$ cat config.mk
export PLATFORM = sky130hd
export DESIGN_NAME = hazard_ctrl
export DESIGN_NICKNAME = d
export VERILOG_FILES = /design/src/rtl/hazard_ctrl.sv
export SDC_FILE = /design/constraint.sdc
export NUM_CORES = 1
export LEC_CHECK = 0
export ABC_AREA = 1
export ABC_CLOCK_PERIOD_IN_PS = 3000
export CAP_MARGIN = 5
export CORE_ASPECT_RATIO = 0.6
export CORE_MARGIN = 5
export CORE_UTILIZATION = 48
export DETAILED_ROUTE_END_ITERATION = 8
export PLACE_DENSITY = 0.8
export REMOVE_ABC_BUFFERS = 1
export SLEW_MARGIN = 0
export SYNTH_ARGS = -nofsm -noshare
export SYNTH_HDL_FRONTEND = slang
export SYNTH_SLANG_ARGS = --single-unit
$ cat constraint.sdc
create_clock -name clk -period 3 [get_ports clk]
set_clock_uncertainty 0.1 [all_clocks]
set_input_delay 0.45 -clock clk [delete_from_list [all_inputs] [get_ports clk]]
set_output_delay 0.45 -clock clk [all_outputs]
set_load 0.005 [all_outputs]
$ cat src/rtl/hazard_ctrl.sv
// hazard_ctrl: pipeline hazard, SYSCALL pause/halt and performance-counter control
module hazard_ctrl (
  input  logic        clk,
  input  logic        rst,
  input  logic [4:0]  id_rs,
  input  logic [4:0]  id_rt,
  input  logic        id_rs_used,
  input  logic        id_rt_used,
  input  logic        ex_MemToReg,
  input  logic        ex_RegWrite,
  input  logic [4:0]  ex_W_num,
  input  logic        ex_branch_taken,
  input  logic        mem_SYSCALL,
  input  logic [31:0] mem_v0,
  input  logic        go,
  output logic        pc_hold,
  output logic        ifid_hold,
  output logic        idex_hold,
  output logic        exmem_hold,
  output logic        ifid_flush,
  output logic        idex_flush,
  output logic        memwb_flush,
  output logic        halted,
  output logic        paused,
  output logic [31:0] cycle_cnt,
  output logic [31:0] stall_cnt,
  output logic [31:0] flush_cnt
);
  localparam logic [1:0] RUN = 2'd0, PAUSE = 2'd1, RESUME = 2'd2, HALT = 2'd3;
  logic [1:0] state, state_nx;
  logic       go_q, sys, frozen, hold_all, load_use, br, lu;
  // Hazard detection; SYSCALL is only seen in RUN so the stalled one advances once in RESUME
  always_comb begin
    load_use = ex_MemToReg & ex_RegWrite & (ex_W_num != 5'd0) &
               ((id_rs_used & (id_rs == ex_W_num)) | (id_rt_used & (id_rt == ex_W_num)));
    sys      = (state == RUN) & mem_SYSCALL;
    frozen   = (state == PAUSE) | (state == HALT);
    hold_all = sys | frozen;
    br       = ex_branch_taken & ~hold_all;
    lu       = load_use & ~hold_all & ~ex_branch_taken;
    pc_hold     = hold_all | lu;
    ifid_hold   = hold_all | lu;
    idex_hold   = hold_all;
    exmem_hold  = hold_all;
    ifid_flush  = br;
    idex_flush  = br | lu;
    memwb_flush = hold_all;
    halted      = state == HALT;
    paused      = state == PAUSE;
  end
  // Next state: SYSCALL value picks halt vs pause; resume needs a fresh go edge
  always_comb begin
    state_nx = state;
    case (state)
      RUN:     state_nx = sys ? ((mem_v0 == 32'd10) ? HALT : PAUSE) : RUN;
      PAUSE:   state_nx = (go & ~go_q) ? RESUME : PAUSE;
      RESUME:  state_nx = RUN;
      default: state_nx = HALT;
    endcase
  end
  // State, go edge history and wrapping performance counters
  always_ff @(posedge clk or negedge rst) begin
    if (!rst) begin
      state     <= RUN;
      go_q      <= 1'b0;
      cycle_cnt <= '0;
      stall_cnt <= '0;
      flush_cnt <= '0;
    end else begin
      state     <= state_nx;
      go_q      <= go;
      cycle_cnt <= cycle_cnt + {31'd0, ~frozen};
      stall_cnt <= stall_cnt + {31'd0, lu};
      flush_cnt <= flush_cnt + {31'd0, br};
    end
  end
endmodule

* Yosys cells after proc, flatten, opt, wreduce, memory -nomap -nowiden *
Index checks and enable logic that the tools add are counted.

operators by class
  shift operators = 0
  reduce and logical (&&, ||, !) cells = 2
  mux-type cells = 4
  div/mod/pow operators = 0
  $lt $le $gt $ge = 0
  add/sub/neg operators = 3
  bitwise gates (word level) = 19
  $mul = 0
  equality and inequality tests = 6

operators with widths
  operator                                                          count
  32-bit by 1-bit adder with 32-bit output                          3
  32-bit by 4-bit == test with 1-bit output, second input constant  1
  1-bit bitwise AND                                                 10
  5-bit == test                                                     2
  2-bit two-way mux                                                 3
  2-bit case mux with 3 select lines                                1
  1-bit OR                                                          5
  5-bit nonzero test                                                1
  2-bit == test, second input constant                              2
  1-bit inverter                                                    4
  2-bit by 1-bit == test with 1-bit output, second input constant   1
  2-bit logical NOT                                                 1

storage, ports and cells
  memories = 0
  logic and storage cells = 39
  ROM bits = 0
  RAM bits = 0
  output and inout port bits = 105
  latch bits = 0
  input bits = 56
  bits in registers = 99

* Logic depth before layout (Yosys ltp) *
Gate-level depths: netlist of the first run.

  word-level depth = 7
  gate-level depth with buffers = 17

* Worst setup path before layout of the first run *
No wires, ideal clock.

  kind = input port to flip-flop
  start = input port mem_SYSCALL
  end = register flush_cnt[22]
  arrival time = 2,105 ps
  slack = 671 ps
  cell stages on the path = 12
  data required time = 2,777 ps
  setup time = 123 ps
  path through = inv_1 -> nor2_1 -> nor2_1 -> inv_1 -> nor2_1 -> ha_1 -> ha_1 -> nand3_2 -> nor2_4 -> nand3_2 -> o21ai_0 -> nand2_1

on the way
  cells in the longest elaborated chain, start to end = 5

ends and longest elaborated chain
  item                                      RTL line  source
  start: declaration                        13        input logic mem_SYSCALL,
  1-bit bitwise AND                         36        sys = (state == RUN) & mem_SYSCALL;
  1-bit OR                                  38        hold_all = sys | frozen;
  net exmem_hold                            19        output logic exmem_hold,
  1-bit inverter                            39        br = ex_branch_taken & ~hold_all;
  1-bit bitwise AND                         39
  net ifid_flush                            20        output logic ifid_flush,
  32-bit by 1-bit adder with 32-bit output  74        flush_cnt <= flush_cnt + {31'd0, br};
  end signal: assignment                    74
  end: declaration                          27        output logic [31:0] flush_cnt

The timed path passes the listed nets, and every way through them passes these cells.

* Worst setup path after layout of the first run *
  start = input port mem_SYSCALL
  end = output port idex_flush

on the way
  cells in the longest elaborated chain, start to end = 6
  elaborated cells between the ends (all ways) = 7

ends and longest elaborated chain
  item                             RTL line  source
  1-bit bitwise AND *              36
  1-bit OR *                       38
  1-bit inverter *                 39, 40
  1-bit bitwise AND (2 in series)  40        lu = load_use & ~hold_all & ~ex_branch_taken;
  1-bit OR *                       46        idex_flush = br | lu;
  end: declaration                 21        output logic idex_flush,

Mark *: on every way between the ends. The rest lies on a longest branch, timed or not.

==> results_dict.tcl, run 1 <==
set metrics [dict create \
    setup_viol 0 \
    nNetsFinal 1019 \
    grt_pass1_vias 5113 \
    clkLatencyLatePin_ps 340 \
    grt_pass1_wl_um 27400 \
    cts_buffers 9 \
    whs_ps -5.70 \
    vias_per_cell 5.08 \
    finalMaxSlewViolations 0 \
    hold_class "primary input to asynchronous set/reset pin" \
    die_w_um 150 \
    cap_violations 0 \
    fp.dieH_um 93.9 \
    grt_start_max_net_pins 56 \
    drtPass1Iterations 6 \
    finalHoldViolCount 3 \
    critical_path.startpoint_type "primary input" \
    vias 5705 \
    synth_area_um2 5630 \
    overflow 0 \
    cts.sinks 99 \
    wl_per_cell_um 15.6 \
    critPathRequiredTime_ps 2450 \
    finalCritPeriodShare 0.889 \
    drive_above_1_share 0.0582 \
    clockBufferDepth 2 \
    violations "negative hold slack" \
    avgSynthCellArea_um2 7.22 \
    vdd_drop_max_uv 263 \
    period_minus_slack_ps 2670 \
    cts_resized 0 \
    slowest_stage "clkdlybuf4s50_1" \
    tightest_slew_ps 591 \
    synth-seq-cells 99 \
    antennaDiodeCount 0 \
    cp.arrival_ps 2120 \
    ys_warn_count 0 \
    root_buffer "clkbuf_16" \
    fin_tns_setup_ps 0 \
    crit_path_max_incr_delay_ps 500 \
    crit_type "primary input to primary output" \
    die_area_um2 14100 \
    cts_tree "done" \
    max_slew_margin 0.606 \
    worstPathCellList "clkdlybuf4s50_1 > inv_1 > nor2_1 > nor2_1 > inv_1 > nor2_1 > inv_1 > nand2_1 > clkdlybuf4s50_1" \
    drc 0 \
    ant_nets 0 \
    power_density_nw_per_um2 413 \
    rsz0062_at_grt "no" \
    fmax_ghz 0.375 \
    ctsHtreeMaxLevel 3 \
    numPortBuffers 160 \
    design_power_total_mw 3.21 \
    status "complete, but fails checks" \
    grt.total_usage 0.253 \
    place_hpwl_um 14500 \
    crit_family "buffers and inverters" \
    gp_congestion 0.999 \
    path_clk_slew_ps 70 \
    post_cts_buffers 0 \
    start_util 0.495 \
    seq_area_frac_synth 0.440 \
    leakage_nw 3.37 \
    core-area_um2 11400 \
    end_kind "primary output" \
    crit_buf_inv 5 \
    rows 30 \
    yosysUniqueCellTypes 19 \
    io_pins 161 \
    drt_iter0_markers 642 \
    synthesis.instances 780 \
    path_max_fanout 4 \
    hold_buffers 0 \
    antenna_found_initial 0 \
    areaGrowthSynthToFinish_pct 37.9 \
    routed_wl_um 17500 \
]
## synth_stat cells
| cell | n | share of area |
|---|---|---|
| inv_1 | 54 | 0.036 |
| nor2_4 | 7 | 0.014 |
| dfrtp_1 | 99 | 0.44 |
| o21ai_0 | 3 | 0.0027 |
| xor2_1 | 31 | 0.048 |
| nand3_2 | 3 | 0.0053 |
| xnor2_1 | 15 | 0.023 |
| ha_1 | 6 | 0.013 |
| nand3_1 | 20 | 0.018 |
| and3_1 | 1 | 0.0011 |
| nor2_1 | 159 | 0.11 |
| nand4_1 | 4 | 0.0044 |
| buf_4 | 3 | 0.0040 |
| nand3b_1 | 36 | 0.048 |
| a21oi_1 | 1 | 0.00089 |
| nor3_1 | 2 | 0.0018 |
| nand2_1 | 316 | 0.21 |
| nand2_2 | 6 | 0.0067 |
| nor2_2 | 14 | 0.016 |
## flip-flops by register name, indices dropped and copies added (netlist names)
register and count:
cycle_cnt 32, flush_cnt 32, go_q 1, stall_cnt 32
state 2
## worst paths after layout
kind                                from       endpoint  slack, ps  cells past startpoint
setup / recovery             mem_SYSCALL     idex_flush        330                      9
min in group clk           flush_cnt[31]  flush_cnt[31]        400                      2
max in group asynchronous            rst   flush_cnt[7]       2110                      2
setup reg to reg                state[1]  flush_cnt[22]        600                     11
hold / removal                       rst  cycle_cnt[29]         -6                      1
hold reg to reg            flush_cnt[31]  flush_cnt[31]        400                      2
## cell usage in the layout (no fill, tap or decap), types with 2 or more instances in the layout
cell and count:
nand2_1 316, nor2_1 159, clkdlybuf4s50_1 159, dfrtp_1 99, inv_1 54, nand3b_1 36
xor2_1 31, nand3_1 20, xnor2_1 15, nor2_2 14, clkbuf_16 9, buf_4 9
nor2_4 7, nand2_2 6, ha_1 6, nand4_1 4, nand3_2 3, o21ai_0 3
clkinvlp_4 3, nor3_1 2, clkinv_4 2
## through the flow
step | instances | util | setup slack (ps) | instance area [um2]
5_1_grt | 1122 | 0.683 | 161 | 7760
2_1_floorplan | 777 | - | 642 | 5610
3_3_place_gp | 1106 | 0.658 | 185 | 7490
6_report | 1122 | 0.683 | 332 | 7760
4_1_cts | 1122 | 0.683 | 302 | 7760
3_5_place_dp | 1106 | 0.658 | 107 | 7490
## layout make-up
class                           count  area, um2
Sequential cell                    99       2480
Clock inverter                      7       53.8
Clock buffer                        9        225
Multi-Input combinational cell    624       2930
Inverter                           54        203
Tap cell                          160        200
Timing Repair Buffer              169       1680
Fill cell                         983       3610
## logic make-up (layout without fill, tap and decap cells)
family / Yosys count / after routing / synth area share
and+or+nand+nor: 568 / 568 / 0.431
DFF: 99 / 99 / 0.440
buffers and inverters: 57 / 239 / 0.0400
xor gates and xnor gates: 46 / 46 / 0.0716
adders and majority gates: 6 / 6 / 0.0133
AOI/OAI and AO/OA: 4 / 4 / 0.00355
## per-layer routing
metal	global-route usage	wire (um)	vias to the layer above
met4	0.0403	196	0
met2	0.309	6340	325
met1	0.411	8510	2606
met5	0	0	-
li1	-	-	2756
met3	0.0988	2440	18
## report_power, final
group / switching [mW] / total, mW / internal (mW)
Sequential: 0.105 / 1.52 / 1.42
Combinational: 0.262 / 0.609 / 0.348
Clock: 0.509 / 1.08 / 0.566
Power figures use the tool's default switching activity.
==> run 2: changes to the inputs <==
- PLACE_DENSITY: 0.8 -> not set
- PLACE_DENSITY_LB_ADDON: not set -> 0.3
==> run 2 against run 1 <==
Effect of this change:
- the run still ends with negative hold slack left
- sequential power about the same
- sequential share of layout area about the same
- wire length shrank 0.97%
- via count is 1.2% lower
- first-iteration DRC count shrank 0.47%
- sequential cell count stayed put
- register-to-register slack worse by 60 ps
- worst setup slack got worse by 30 ps
- final cell count shrank 0.27%
- worst hold slack better by 1.8 ps
- global-route usage is 0.82 points lower
- clock-buffer cell count up 2
- critical endpoint is now ifid_hold
- largest cell class unchanged
==> results_dict.tcl, run 2 (same netlist as run 1, synthesis figures left out) <==
set metrics [dict create \
    multi_input_area_um2 2930 \
    path_max_fanout 5 \
    antenna_found_initial 0 \
    critPathRequiredTime_ps 2450 \
    vdd_drop_max_uv 344 \
    max_slew_margin 0.617 \
    status "complete, but fails checks" \
    grt_pass1_wl_um 26600 \
    cts_tree "done" \
    die_area_um2 14100 \
    routed_wl_um 17300 \
    critical_path.startpoint_type "primary input" \
    cap_violations 0 \
    finalCritPeriodShare 0.899 \
    core-area_um2 11400 \
    finalMaxSlewViolations 0 \
    finalHoldViolCount 3 \
    fillers 976 \
    grt_start_max_net_pins 45 \
    seqCellArea_um2 2480 \
    crit_type "primary input to primary output" \
    areaGrowthSynthToFinish_pct 37.8 \
    numPortBuffers 160 \
    clkLatencyLatePin_ps 340 \
    reg_top3 "cycle_cnt x32, flush_cnt x32, stall_cnt x32" \
    drt_iter0_markers 639 \
    cp.arrival_ps 2150 \
    layout_commonest_cell "nand2_1" \
    cts_resized 0 \
    grt_pass1_vias 5092 \
    tightest_slew_ps 575 \
    fin_tns_setup_ps 0 \
    vias 5639 \
    cts.sinks 99 \
    post_cts_buffers 0 \
    root_buffer "clkbuf_16" \
    path_clk_slew_ps 60 \
    gp_congestion 0.986 \
    place_hpwl_um 14200 \
    period_minus_slack_ps 2700 \
    die_w_um 150 \
    overflow 0 \
    fin_cells 1119 \
    hold_buffers 0 \
    end_kind "primary output" \
    vias_per_cell 5.04 \
    ctsHtreeMaxLevel 3 \
    rows 30 \
    rsz0062_at_grt "no" \
    hold_class "primary input to asynchronous set/reset pin" \
    startpoint "ex_W_num[0]" \
    fp.dieH_um 93.9 \
    antennaDiodeCount 0 \
    cts_buffers 9 \
    drtPass1Iterations 6 \
    drc 0 \
    nNetsFinal 1016 \
    layout_common_cells "nand2_1, nor2_1, clkdlybuf4s50_1" \
    grt.total_usage 0.245 \
    r2r_start "state[1]" \
    fmax_ghz 0.371 \
    power_density_nw_per_um2 421 \
    place_inst 1103 \
    violations "negative hold slack" \
    drive_above_1_share 0.0542 \
    setup_viol 0 \
    io_pins 161 \
    clockBufferDepth 2 \
    leakage_nw 3.37 \
    wl_per_cell_um 15.5 \
    whs_ps -3.93 \
    ant_nets 0 \
    start_util 0.495 \
]
## run 2: changes by cell type in the layout (fill, tap and decap cells not counted)
cell	before	now
clkinvlp_4	3	1
buf_4	9	6
clkbuf_8	0	1
clkinv_4	2	0
bufinv_16	0	1
inv_6	1	0
clkinv_2	1	3
clkbuf_1	0	1
## run 2: critical path: stages
cell,delay [ps]
clkdlybuf4s50_1,550
inv_1,60
nand2_1,50
nand2_1,60
nor2_1,110
nand3_1,70
nand2_1,70
nand2_1,70
nand2_1,120
clkdlybuf4s50_1,540
## run 2: final timing paths
check / slack, ps / cells past startpoint / to
setup / recovery: 300 / 10 / ifid_hold
hold / removal: -4 / 1 / cycle_cnt[12]
setup reg to reg: 540 / 15 / stall_cnt[28]
hold reg to reg: 390 / 2 / flush_cnt[31]
max in group asynchronous: 2140 / 2 / flush_cnt[2]
min in group clk: 390 / 2 / flush_cnt[31]
## run 2: per-stage QoR
step | cell area, um2 | hold WS [ps] | utilization | setup WS [ps] | power [mW]
after detailed placement | 7460 | 377 | 0.656 | 79.8 | 2.15
after CTS | 7760 | 26.1 | 0.682 | 293 | 3.30
final | 7760 | -3.93 | 0.682 | 303 | 3.27
after floorplan | 5610 | 54.4 | - | 642 | 1.72
after global routing | 7760 | 39.6 | 0.682 | 103 | 3.42
after global placement | 7460 | 374 | 0.656 | 118 | 2.15
## run 2: layer usage
layer	track usage	share of wire	vias up
met5	0.0269	0.0027	-
met4	0.0373	0.0055	2
met3	0.0998	0.15	13
met2	0.317	0.37	350
met1	0.380	0.46	2522
li1	-	-	2752
## run 2: final cells by class
cell class / instances / area share
tap: 160 / 0.0258
sequential: 99 / 0.319
timing repair buffer: 166 / 0.214
inverter: 54 / 0.0261
clock inverter: 5 / 0.00677
clock buffer: 11 / 0.0313
multi-input combinational: 624 / 0.377
## run 2: power breakdown
part	switching, mW	internal (mW)	total, mW
logic	0.249	0.342	0.591
clock network	0.479	0.665	1.14
registers	0.110	1.42	1.53
==> edit 1, RTL diff (settings of run 1) <==
Put one more register stage on the output `cycle_cnt`, with the module's reset. The value now appears one clock later. The other outputs are not delayed to match.
--- a/src/rtl/hazard_ctrl.sv
+++ b/src/rtl/hazard_ctrl.sv
@@ -27,6 +27,8 @@
   output logic [31:0] flush_cnt
 );
   localparam logic [1:0] RUN = 2'd0, PAUSE = 2'd1, RESUME = 2'd2, HALT = 2'd3;
+
+  logic [31:0] cycle_cnt_s0;
   logic [1:0] state, state_nx;
   logic       go_q, sys, frozen, hold_all, load_use, br, lu;
   // Hazard detection; SYSCALL is only seen in RUN so the stalled one advances once in RESUME
@@ -63,16 +65,24 @@
     if (!rst) begin
       state     <= RUN;
       go_q      <= 1'b0;
-      cycle_cnt <= '0;
+      cycle_cnt_s0 <= '0;
       stall_cnt <= '0;
       flush_cnt <= '0;
     end else begin
       state     <= state_nx;
       go_q      <= go;
-      cycle_cnt <= cycle_cnt + {31'd0, ~frozen};
+      cycle_cnt_s0 <= cycle_cnt_s0 + {31'd0, ~frozen};
       stall_cnt <= stall_cnt + {31'd0, lu};
       flush_cnt <= flush_cnt + {31'd0, br};
     end
   end
+  always_ff @(posedge clk or negedge rst) begin
+    if (!rst) begin
+      cycle_cnt <= '0;
+    end else begin
+      cycle_cnt <= cycle_cnt_s0;
+    end
+  end
+
 endmodule
 
Formal check against the unedited RTL: not equivalent (a bounded check fails within 4 cycles, from zero or initial values and one cycle with rst low).
==> edit 1 against run 1 <==
- total power increased by 55%
- worst setup slack got worse by 0.033 ns
- hold slack gained 0.29 ns
- sequential cell count up 32
- final area up 16%
- register-to-register slack better by 0.02 ns
- cell count is 5.7% higher
- wire length up 1.8%
- synthesized cell count up 4.9%
- largest cell class is now registers
- synthesized area grew 15%
==> edit 1: results <==
layout:
  n_fill_cell: 1076
  fin_nets: 1065
  clk_share: 0.07498
  n_all_inverters: 51
  seq_cells: 131
  nonClkBufAreaFrac: 0.1856
  clock_buffers: 20
  area_growth_pct: 39.22
  drive_above_1_share: 0.07480
  multi_input_cells: 633
  multi_input_area_share: 0.3307
routing:
  drt-met1-wl_um: 8660
  routed-via-count: 5867
  viasPerCell: 4.947
  wl_per_cell_um: 15.00
  wl_met3_um: 1307
  firstDrtPassIters: 5
  wl_met2_um: 7608
clock_tree:
  cts_buffers: 17
  path_clk_slew_ns: 0.05
yosys:
  synth_cells: 818
  synthXorXnorAreaFrac: 0.06225
  synth_common_cells: "nand2_1, nor2_1, dfrtp_1"
  synth.area.top_cells: "dfrtp_1, nand2_1, nor2_1"
  synth.distinct_cells: 23
  synthAdderAreaFrac: 0.01160
  ys_seq_area_frac: 0.5065
critical_path:
  rr_worst_depth: 9
  cp.arrival_ns: 2.15
  slowest_delay_ns: 0.47
  crit_fanout: 5
grt:
  grtUsageMet3: 0.05047
  grt_pass1_vias: 5692
  grt_max_degree: 65
  use_met2: 0.3423
  grt_first_pass_wirelength_um: 29050
  grt.total_usage: 0.2269
pwr:
  leakage_nw: 4.006
placement:
  dpl_cell_area_um2: 8325
  placed_cells: 1153
  gp_congestion: 0.9327
  pre_cts_slack_ns: 0.007468
  place_hpwl_um: 13520
status:
  status: "finished clean"
worst_hold_path:
  hold_class: "register to register"
sta:
  max_slew_margin: 0.6001
[edit 1: cell types whose count changed in the layout (fill, tap and decap cells not counted), moves of 2 or more]
cell and delta:
inv_2 +4, clkbuf_16 +8, nand2_1 +7, dfrtp_1 +32
inv_1 -7, o21ai_1 +2, nand3_1 -6, clkbuf_1 +2
bufinv_16 +6, nor2_2 +2
[edit 1: kinds of logic (layout without fill, tap and decap cells)]
family | Yosys count | count (layout)
and+or+nand+nor | 576 | 576
buffers and inverters | 54 | 252
xor gates and xnor gates | 46 | 46
AOI/OAI and AO/OA | 5 | 5
DFF | 131 | 131
adders and majority gates | 6 | 6
[edit 1: worst register-to-register path, cell delays in order, from the launching register on]
cell and delay [ns]:
dfrtp_1 0.40, inv_1 0.10, o21ai_1 0.15, nor2_1 0.21, ha_1 0.35, ha_1 0.24, nand3_2 0.18, nor2_2 0.25
nand3_1 0.15, xnor2_1 0.15
[edit 1: worst paths after layout]
path / slack (ns) / endpoint / startpoint
setup / recovery: 0.30 / pc_hold / mem_SYSCALL
hold / removal: 0.28 / cycle_cnt[0]$_DFF_PN0_ / cycle_cnt_s0[0]$_DFF_PN0_
setup reg to reg: 0.62 / flush_cnt[16]$_DFF_PN0_ / state[0]$_DFF_PN0_
hold reg to reg: 0.28 / cycle_cnt[0]$_DFF_PN0_ / cycle_cnt_s0[0]$_DFF_PN0_
max in group asynchronous: 1.56 / cycle_cnt_s0[10]$_DFF_PN0_ / rst
min in group asynchronous: 0.49 / stall_cnt[8]$_DFF_PN0_ / rst
[edit 1: where the power goes]
group          switching [mW]  internal (mW)  total [mW]  leakage, nW
Sequential              0.117           1.89        2.01         1.80
Clock                   0.781           1.58        2.37        0.317
Combinational           0.268          0.344       0.612         1.89
Total                    1.17           3.82        4.99         4.01
==> edit 2, RTL diff (settings of run 1) <==
Made on the original files. Make the reset (`rst`) synchronous in one clocked block.
--- a/src/rtl/hazard_ctrl.sv
+++ b/src/rtl/hazard_ctrl.sv
@@ -59,7 +59,7 @@
     endcase
   end
   // State, go edge history and wrapping performance counters
-  always_ff @(posedge clk or negedge rst) begin
+  always_ff @(posedge clk) begin
     if (!rst) begin
       state     <= RUN;
       go_q      <= 1'b0;
Behaviour: differs if rst is asserted again (counterexample within 4 cycles, from zero or initial values and one cycle with rst low); with rst held inactive, the same outputs for 10 cycles.
==> edit 2 against run 1 <==
- final area is 0.55% lower
- count of clock-buffer cells in the layout is 3 higher
- sequential cell count stayed put
- wire length is 5.6% lower
- fmax is 1.4% lower
- worst setup slack worse by 0.037 ns
- synthesized area is 0.40% higher
Power is not compared: it rests on default switching activity, and its combinational part moved more than twofold at a synthesized area within 25%.
==> edit 2: results <==
status:
  status: "finished clean"
critical_path:
  reg2reg_from: "state[0]$_SDFF_PN0_"
  startpoint: "ex_W_num[0]"
  cp-endpoint: "ifid_hold"
  slowest_delay_ns: 0.53
  rr_worst_depth: 15
  crit_fanout: 3
  cp.arrival_ns: 2.15
  crit_family: "buffers and inverters"
  reg2reg_slack_ns: 0.50
  r2r_end: "flush_cnt[20]$_SDFF_PN0_"
  critPathSlowestCell: "clkdlybuf4s50_1"
yosys:
  yosys_warnings: 0
  synth_common_cells: "nand2_1, nor2_1, dfxtp_1"
  ys_seq_area_frac: 0.3507
  async_flop_share: 0
  synth.area.top_cells: "dfxtp_1, nand2_1, nor2_1"
  synth.distinct_cells: 31
routing:
  firstDrtPassIters: 4
  wl_per_cell_um: 13.46
  routed-via-count: 6010
  detail_route.iter0.violations: 438
layout:
  fin_nets: 1123
  largestRegisters: "cycle_cnt x32, flush_cnt x32, stall_cnt x32"
  diodes: 0
  drive_above_1_share: 0.05441
grt:
  grt.total_usage: 0.2344
  grt_max_degree: 43
  grt_first_pass_wirelength_um: 26560
  grt_pass1_vias: 5379
  antenna_found_initial: 0
clock_tree:
  cts-htree-levels: 3
  cts-root-buf: "clkbuf_16"
worst_hold_path:
  hold_class: "register to register"
placement:
  place_hpwl_um: 13330
  gp_congestion: 0.9449
sta:
  max_slew_margin: 0.5931
edit 2: cell count changes in the layout (fill, tap and decap cells not counted), moves of 28 or more:
cell / delta
nand2_1: -28
dfxtp_1: +99
a21oi_1: +61
dfrtp_1: -99
inv_1: +28
nor2_1: +33
edit 2: power groups by stage:
stage               clock network (mW)  registers, mW  logic [mW]
floorplan                            0           1.36      0.0759
global placement                     0           1.36       0.231
detailed placement                   0           1.36       0.233
CTS                               1.10           1.33       0.234
global route                      1.16           1.34       0.255
finish                            1.08           1.33       0.232
edit 2: tightest hold or removal path, cell delays in order (launching register included):
cell and delay [ns]:
dfxtp_1 0.33, nand2_1 0.07, a21oi_1 0.05
edit 2: worst min path at each step:
| stage | startpoint | endpoint | slack [ns] | cells past startpoint |
|---|---|---|---|---|
| after floorplan | cycle_cnt[31]$_SDFF_PN0_ | cycle_cnt[31]$_SDFF_PN0_ | 0.36 | 2 |
| after global placement | cycle_cnt[31]$_SDFF_PN0_ | cycle_cnt[31]$_SDFF_PN0_ | 0.36 | 2 |
| after global routing | flush_cnt[31]$_SDFF_PN0_ | flush_cnt[31]$_SDFF_PN0_ | 0.41 | 2 |
| after detailed placement | flush_cnt[31]$_SDFF_PN0_ | flush_cnt[31]$_SDFF_PN0_ | 0.37 | 2 |
| after CTS | flush_cnt[31]$_SDFF_PN0_ | flush_cnt[31]$_SDFF_PN0_ | 0.38 | 2 |
| final | flush_cnt[31]$_SDFF_PN0_ | flush_cnt[31]$_SDFF_PN0_ | 0.38 | 2 |
edit 2: per-stage QoR:
stage                     cell area [µm²]  cells  worst slack, ns
after floorplan                      5590    884           0.6677
after global placement               7450   1210           0.2112
after detailed placement             7450   1210           0.1200
after CTS                            7722   1226           0.2800
after global routing                 7722   1226           0.1269
final                                7722   1226           0.2952
edit 2: layout make-up:
cell class	count	area [µm²]
repair buffers	166	1659
flip-flops and latches	99	1982
inverters	84	315.3
multi-input cells	701	3293
clock inverters	4	26.28
fillers	1088	3689
clock buffers	12	246.5
well taps	160	200.2
edit 2: layer usage:
metal	share of wire	global-route usage	vias to the layer above
met5	0	0	-
met4	0.011	0.05099	0
met3	0.097	0.06847	15
met2	0.39	0.3411	230
met1	0.50	0.3411	2638
li1	-	-	3127
edit 2: cell families (layout without fill, tap and decap cells):
kind of cell             count (synthesis)  in the layout  share of synthesized area
buffers and inverters                   97            266                    0.06664
XOR/XNOR                                21             21                    0.03254
adder cells (fa/ha/maj)                  6              6                    0.01328
flip-flops                              99             99                     0.3507
AO/OA/AOI/OAI                           94             94                    0.08723
AND/OR/NAND/NOR                        580            580                     0.4496
